[src/rtl/deadlock_trace_unit.sv]
// Deadlock trace unit: debounces the per-process deadlock vector, then walks each
// dependence cycle and reports it as START/PROC/END records on a valid/ready stream.
module deadlock_trace_unit #(
  parameter int PROC_NUM      = 4,
  parameter int IDX_W         = 2,
  parameter int FILTER_CYCLES = 16,
  parameter int CNT_W         = 8
) (
  input  logic                reset,
  input  logic                clock,
  input  logic [PROC_NUM-1:0] dl_in_vec,
  output logic                dl_detect_out,
  output logic [PROC_NUM-1:0] origin,
  output logic                token_clear,
  output logic                rec_valid,
  input  logic                rec_ready,
  output logic [1:0]          rec_type,
  output logic [CNT_W-1:0]    rec_cycle_id,
  output logic [IDX_W-1:0]    rec_proc_idx,
  output logic [CNT_W-1:0]    cycle_count,
  output logic                done
);

  localparam int FILT_W = $clog2(FILTER_CYCLES + 1);

  localparam logic [2:0] ST_IDLE     = 3'd0;
  localparam logic [2:0] ST_FILTER   = 3'd1;
  localparam logic [2:0] ST_DETECTED = 3'd2;
  localparam logic [2:0] ST_REPORT   = 3'd3;
  localparam logic [2:0] ST_DONE     = 3'd4;

  localparam logic [1:0] REC_START = 2'd0;
  localparam logic [1:0] REC_PROC  = 2'd1;
  localparam logic [1:0] REC_END   = 2'd2;

  localparam logic [FILT_W-1:0] FILT_TARGET = FILT_W'(FILTER_CYCLES);
  localparam logic [CNT_W-1:0]  CNT_MAX     = {CNT_W{1'b1}};

  function automatic logic [PROC_NUM-1:0] lowest_onehot(input logic [PROC_NUM-1:0] v);
    return v & (~v + {{(PROC_NUM-1){1'b0}}, 1'b1});
  endfunction

  function automatic logic [IDX_W-1:0] lowest_idx(input logic [PROC_NUM-1:0] v);
    logic [PROC_NUM-1:0] oh;
    logic [IDX_W-1:0]    r;
    oh = lowest_onehot(v);
    r  = {IDX_W{1'b0}};
    for (int i = 0; i < PROC_NUM; i++) begin
      r = r | (oh[i] ? IDX_W'(i) : {IDX_W{1'b0}});
    end
    return r;
  endfunction

  logic [2:0]          state_q, state_d;
  logic [PROC_NUM-1:0] filt_vec_q, filt_vec_d;
  logic [FILT_W-1:0]   filt_cnt_q, filt_cnt_d;
  logic [PROC_NUM-1:0] dl_detect_reg_q, dl_detect_reg_d;
  logic [PROC_NUM-1:0] dl_done_reg_q, dl_done_reg_d;
  logic [PROC_NUM-1:0] origin_reg_q, origin_reg_d;
  logic [PROC_NUM-1:0] last_vec_q, last_vec_d;
  logic [CNT_W-1:0]    cycle_count_q, cycle_count_d;
  logic                done_q, done_d;
  logic                rec_valid_q, rec_valid_d;
  logic [1:0]          rec_type_q, rec_type_d;
  logic [CNT_W-1:0]    rec_cycle_id_q, rec_cycle_id_d;
  logic [IDX_W-1:0]    rec_proc_idx_q, rec_proc_idx_d;

  logic                slot_free_s;
  logic [PROC_NUM-1:0] pending_s;
  logic [PROC_NUM-1:0] origin_s;
  logic                token_clear_s;
  logic [CNT_W-1:0]    cnt_inc_s;
  logic [FILT_W-1:0]   filt_inc_s;

  // Next-state, record-slot and bookkeeping logic; a busy slot stalls any emitting action.
  always_comb begin
    state_d         = state_q;
    filt_vec_d      = filt_vec_q;
    filt_cnt_d      = filt_cnt_q;
    dl_detect_reg_d = dl_detect_reg_q;
    dl_done_reg_d   = dl_done_reg_q;
    origin_reg_d    = origin_reg_q;
    last_vec_d      = last_vec_q;
    cycle_count_d   = cycle_count_q;
    done_d          = done_q;
    rec_valid_d     = rec_valid_q & ~rec_ready;
    rec_type_d      = rec_type_q;
    rec_cycle_id_d  = rec_cycle_id_q;
    rec_proc_idx_d  = rec_proc_idx_q;
    token_clear_s   = 1'b0;

    slot_free_s = ~rec_valid_q | rec_ready;
    pending_s   = dl_detect_reg_q & ~dl_done_reg_q;
    origin_s    = (state_q == ST_DETECTED) ? lowest_onehot(pending_s) : {PROC_NUM{1'b0}};
    cnt_inc_s   = (cycle_count_q == CNT_MAX) ? cycle_count_q : cycle_count_q + {{(CNT_W-1){1'b0}}, 1'b1};
    filt_inc_s  = filt_cnt_q + {{(FILT_W-1){1'b0}}, 1'b1};

    case (state_q)
      ST_IDLE: begin
        if (|dl_in_vec) begin
          filt_vec_d = dl_in_vec;
          filt_cnt_d = {{(FILT_W-1){1'b0}}, 1'b1};
          if (FILTER_CYCLES == 1) begin
            dl_detect_reg_d = dl_in_vec;
            state_d         = ST_DETECTED;
          end else begin
            state_d = ST_FILTER;
          end
        end else begin
          filt_cnt_d = {FILT_W{1'b0}};
        end
      end
      ST_FILTER: begin
        if (dl_in_vec == filt_vec_q) begin
          filt_cnt_d = filt_inc_s;
          if (filt_inc_s == FILT_TARGET) begin
            dl_detect_reg_d = filt_vec_q;
            state_d         = ST_DETECTED;
          end else begin
            state_d = ST_FILTER;
          end
        end else begin
          filt_cnt_d = {FILT_W{1'b0}};
          state_d    = ST_IDLE;
        end
      end
      ST_DETECTED: begin
        if (slot_free_s) begin
          rec_valid_d = 1'b1;
          if (|pending_s) begin
            rec_type_d     = REC_START;
            rec_cycle_id_d = cnt_inc_s;
            rec_proc_idx_d = lowest_idx(pending_s);
            origin_reg_d   = origin_s;
            last_vec_d     = origin_s;
            cycle_count_d  = cnt_inc_s;
            state_d        = ST_REPORT;
          end else begin
            rec_type_d     = REC_END;
            rec_cycle_id_d = cycle_count_q;
            rec_proc_idx_d = {IDX_W{1'b0}};
            done_d         = 1'b1;
            state_d        = ST_DONE;
          end
        end else begin
          state_d = ST_DETECTED;
        end
      end
      ST_REPORT: begin
        dl_done_reg_d = dl_done_reg_q | (dl_in_vec & dl_detect_reg_q);
        // Token return needs no slot and wins over a PROC emit in the same cycle.
        if (|(dl_in_vec & origin_reg_q)) begin
          token_clear_s = 1'b1;
          state_d       = ST_DETECTED;
        end else if ((|dl_in_vec) && (dl_in_vec != last_vec_q) && slot_free_s) begin
          rec_valid_d    = 1'b1;
          rec_type_d     = REC_PROC;
          rec_cycle_id_d = cycle_count_q;
          rec_proc_idx_d = lowest_idx(dl_in_vec);
          last_vec_d     = dl_in_vec;
        end else begin
          state_d = ST_REPORT;
        end
      end
      ST_DONE: begin
        state_d = ST_DONE;
      end
      default: begin
        state_d = ST_IDLE;
      end
    endcase
  end

  // State, bookkeeping and record-slot registers; reset drops any pending record.
  always_ff @(posedge clock or negedge reset) begin
    if (!reset) begin
      state_q         <= ST_IDLE;
      filt_vec_q      <= {PROC_NUM{1'b0}};
      filt_cnt_q      <= {FILT_W{1'b0}};
      dl_detect_reg_q <= {PROC_NUM{1'b0}};
      dl_done_reg_q   <= {PROC_NUM{1'b0}};
      origin_reg_q    <= {PROC_NUM{1'b0}};
      last_vec_q      <= {PROC_NUM{1'b0}};
      cycle_count_q   <= {CNT_W{1'b0}};
      done_q          <= 1'b0;
      rec_valid_q     <= 1'b0;
      rec_type_q      <= 2'd0;
      rec_cycle_id_q  <= {CNT_W{1'b0}};
      rec_proc_idx_q  <= {IDX_W{1'b0}};
    end else begin
      state_q         <= state_d;
      filt_vec_q      <= filt_vec_d;
      filt_cnt_q      <= filt_cnt_d;
      dl_detect_reg_q <= dl_detect_reg_d;
      dl_done_reg_q   <= dl_done_reg_d;
      origin_reg_q    <= origin_reg_d;
      last_vec_q      <= last_vec_d;
      cycle_count_q   <= cycle_count_d;
      done_q          <= done_d;
      rec_valid_q     <= rec_valid_d;
      rec_type_q      <= rec_type_d;
      rec_cycle_id_q  <= rec_cycle_id_d;
      rec_proc_idx_q  <= rec_proc_idx_d;
    end
  end

  assign dl_detect_out = |dl_detect_reg_q;
  assign origin        = origin_s;
  assign token_clear   = token_clear_s;
  assign rec_valid     = rec_valid_q;
  assign rec_type      = rec_type_q;
  assign rec_cycle_id  = rec_cycle_id_q;
  assign rec_proc_idx  = rec_proc_idx_q;
  assign cycle_count   = cycle_count_q;
  assign done          = done_q;

endmodule

[config.mk]
export PLATFORM = sky130hd
export DESIGN_NAME = deadlock_trace_unit
export DESIGN_NICKNAME = d
export VERILOG_FILES = /design/src/rtl/deadlock_trace_unit.sv
export SDC_FILE = /design/constraint.sdc
export NUM_CORES = 1
export LEC_CHECK = 0
export CAP_MARGIN = 10
export CORE_UTILIZATION = 59
export DETAILED_ROUTE_END_ITERATION = 12
export PLACE_DENSITY = 0.95
export RECOVER_POWER = 25
export SLEW_MARGIN = 20
export SYNTH_ARGS = -nofsm -noshare
export SYNTH_HDL_FRONTEND = slang
export SYNTH_SLANG_ARGS = --single-unit
[constraint.sdc]
create_clock -name clock -period 3.1 [get_ports clock]
set_input_delay 0.62 -clock clock [delete_from_list [all_inputs] [get_ports clock]]
set_output_delay 0.62 -clock clock [all_outputs]
set_load 0.01 [all_outputs]
==> flow_summary.json <==
{
  "status": "complete, no violations",
  "start_kind": "register",
  "dp.final_hpwl_um": 4230,
  "io-pin-count": 35,
  "p_sw_uw": 246,
  "ys_seq_area_frac": 0.470,
  "routabilityCongestion": 0.911,
  "clockRootBuffer": "clkbuf_8",
  "cp_top_family": "simple AND/OR/NAND/NOR gates",
  "drv_slew": 0,
  "path_buf_inv": 1,
  "num_vias": 2030,
  "ys_ff_latch": 50,
  "wl_per_cell_um": 17.7,
  "top_layer": "met4",
  "fmaxAchievable_mhz": 348,
  "leakage_nw": 1.48,
  "hold_slack_ns": 0.477,
  "async_flop_share": 1.00,
  "grt_first_pass_wirelength_um": 9830,
  "antenna_found_initial": 0,
  "wl_um": 5950,
  "vias_per_cell": 6.06,
  "cts_resized": 0,
  "min_period_over_period": 0.927,
  "hold_viol_final": 0,
  "ant_nets": 0,
  "cts_buffers": 5,
  "crit_fanout": 9,
  "wl_met3_um": 337,
  "grt_max_degree": 28,
  "synth-main-ff-cell": "dfrtp_1",
  "area_growth_pct": 17.8,
  "grt_pass1_vias": 1974,
  "seq_power_share": 0.568,
  "grt_usage": 0.261,
  "cap_violations": 0,
  "cp.required_ns": 2.48,
  "holdCritPathClass": "register to register",
  "place_area_um2": 3030,
  "pwr-share-clk": 0.399,
  "grt_setup_unrepaired": "false",
  "clock_path_buffers": 2,
  "finClkSkew_ns": 0.00943,
  "critPathSlowestCell": "nor3b_1",
  "fin_area_um2": 3130,
  "drc": 0,
  "wl_met2_um": 2850,
  "postCtsSetupBuffers": 0,
  "die_y_um": 69.2,
  "synth-edff-count": 0,
  "htreeDepth": 2,
  "port_buffers": 34,
  "worstSkewPairLatency_ns": 0.31,
  "die_area_um2": 4780,
  "combPwrFrac": 0.032,
  "max_stage_delay_ns": 0.60,
  "synthCells": 247,
  "core.rowCount": 24,
  "cts_hold_buf": 0,
  "syn-num-nets": 256,
  "wirelength_met1_um": 2640,
  "synth_cell_type_count": 58,
  "antenna_cells": 0,
  "p_total_mw": 1.15,
  "setup_violations": 0,
  "avgSynthCellArea_um2": 10.8,
  "clkTransAtPathRegs_ns": 0.09,
  "swShare": 0.214,
  "yosys_warnings": 0,
  "drtIter0Drc": 212,
  "drive_gt1_frac": 0.166,
  "die-width_um": 69.2,
  "power_per_cell_area_nw_per_um2": 366,
  "syn_area_um2": 2660,
  "num-fill-cells": 287,
  "first_pass_iters": 4,
  "fin_nets": 291,
  "worst_slew_pin_slew_ns": 1.30,
  "vdd_drop_max_mv": 0.249,
  "maxSlewHeadroom": 0.133,
  "cts_sinks": 50,
  "cts_tree": "built",
  "critPathCaptureType": "output pin",
  "initial_core_util": 0.611,
  "internal-power_uw": 900,
  "core_area_um2": 4350,
  "path_class": "register to output pin",
  "overflow": 0,
  "crit_chain": "nor3b_1, and3_1, clkdlybuf4s50_1",
  "fin_setup_tns_ns": 0,
  "period_needed_ns": 2.87,
  "cp.arrival_ns": 2.25
}
## flip-flops by register name, indices dropped and copies added, names as in the netlist
signal           count
cycle_count          8
rec_cycle_id         8
filt_cnt_q           5
dl_detect_reg_q      4
dl_done_reg_q        4
filt_vec_q           4
last_vec_q           4
origin_reg_q         4
state_q              3
rec_proc_idx         2
rec_type             2
done                 1
rec_valid            1
## layer usage
layer / track usage / vias to the layer above
met1: 0.371 / 989
met4: 0.0930 / 0
met3: 0.0497 / 10
met2: 0.401 / 72
li1: - / 959
met5: 0 / -
## through the flow
step	std cells	worst slack, ns	utilization
after floorplan	247	0.940	-
after global placement	327	0.314	0.696
after global routing	335	0.118	0.720
after CTS	335	0.222	0.721
final	335	0.225	0.720
after detailed placement	327	0.273	0.696
## synthesized netlist by cell type (3+ instances only)
library cell / instances / area [µm²]
dfrtp_1: 50 / 1250
nand2_1: 22 / 82.6
nor2_1: 12 / 45.0
xor2_1: 11 / 96.3
mux2_2: 9 / 101
o21ai_0: 9 / 45.0
a21oi_1: 8 / 40.0
nand3_1: 8 / 40.0
inv_1: 7 / 26.3
mux2_4: 7 / 105
nor2b_1: 7 / 43.8
nor3_1: 7 / 35.0
a21o_1: 6 / 45.0
nand2b_1: 5 / 31.3
a31o_2: 4 / 35.0
clkbuf_1: 4 / 15.0
xnor2_1: 4 / 35.0
a31oi_1: 3 / 18.8
and2_1: 3 / 18.8
and3_1: 3 / 18.8
buf_4: 3 / 22.5
nand4_1: 3 / 18.8
o221ai_1: 3 / 26.3
## kinds of logic (layout without fill, tap and decap cells)
family | count (synthesis) | count (layout) | share of synthesized area
buffers and inverters | 18 | 54 | 0.0362
XOR/XNOR | 15 | 15 | 0.0494
AND/OR/NAND/NOR | 89 | 89 | 0.189
flip-flops | 50 | 50 | 0.470
multiplexers | 20 | 20 | 0.0936
adder cells (fa/ha/maj) | 2 | 2 | 0.00940
AO/OA/AOI/OAI | 53 | 53 | 0.152
## layout make-up
type	instances	area, µm²	share of cell area
Tap cell	52	65.1	0.0208
Clock inverter	3	40.0	0.0128
Timing Repair Buffer	39	369	0.118
Multi-Input combinational cell	179	1310	0.419
Inverter	7	26.3	0.00838
Sequential cell	50	1250	0.399
Clock buffer	5	68.8	0.0220
## cell usage in the layout, fill, tap and decap left out, types with 2 or more instances in the layout
cell | Yosys | final
dfrtp_1 | 50 | 50
clkdlybuf4s50_1 | 0 | 33
nand2_1 | 22 | 22
nor2_1 | 12 | 12
xor2_1 | 11 | 11
o21ai_0 | 9 | 9
mux2_2 | 9 | 9
nand3_1 | 8 | 8
a21oi_1 | 8 | 8
nor2b_1 | 7 | 7
nor3_1 | 7 | 7
inv_1 | 7 | 7
mux2_4 | 7 | 7
a21o_1 | 6 | 6
nand2b_1 | 5 | 5
clkbuf_8 | 0 | 5
xnor2_1 | 4 | 4
a31o_2 | 4 | 4
buf_4 | 3 | 4
and3_1 | 3 | 3
and2_1 | 3 | 3
nand4_1 | 3 | 3
a31oi_1 | 3 | 3
o221ai_1 | 3 | 3
a22oi_1 | 2 | 2
nor2_4 | 2 | 2
nor3b_1 | 2 | 2
or4_1 | 2 | 2
or2_2 | 2 | 2
o31ai_1 | 2 | 2
o211ai_1 | 2 | 2
mux2_1 | 2 | 2
mux2i_1 | 2 | 2
o2bb2ai_1 | 2 | 2
a22o_1 | 2 | 2
ha_1 | 2 | 2
clkinv_2 | 0 | 2
## power by group through the flow
stage	Combinational, mW	Clock, mW	Sequential [mW]
after global placement	0.0371	0	0.665
after detailed placement	0.0380	0	0.665
after CTS	0.0380	0.466	0.652
after floorplan	0.0179	0	0.665
final	0.0367	0.458	0.652
after global routing	0.0412	0.493	0.652
## worst paths after layout
kind                                   from          endpoint  slack [ns]  cells past startpoint
max                              state_q[0]         origin[2]        0.23                      3
min                        dl_done_reg_q[1]  dl_done_reg_q[1]        0.48                      1
max reg2reg                      state_q[0]    cycle_count[1]        0.59                      4
min reg2reg                dl_done_reg_q[1]  dl_done_reg_q[1]        0.48                      1
max in group asynchronous             reset  dl_done_reg_q[0]        1.19                      2
min in group asynchronous             reset     filt_cnt_q[0]        0.57                      1
Note: power is estimated with default switching activity, not from simulation.
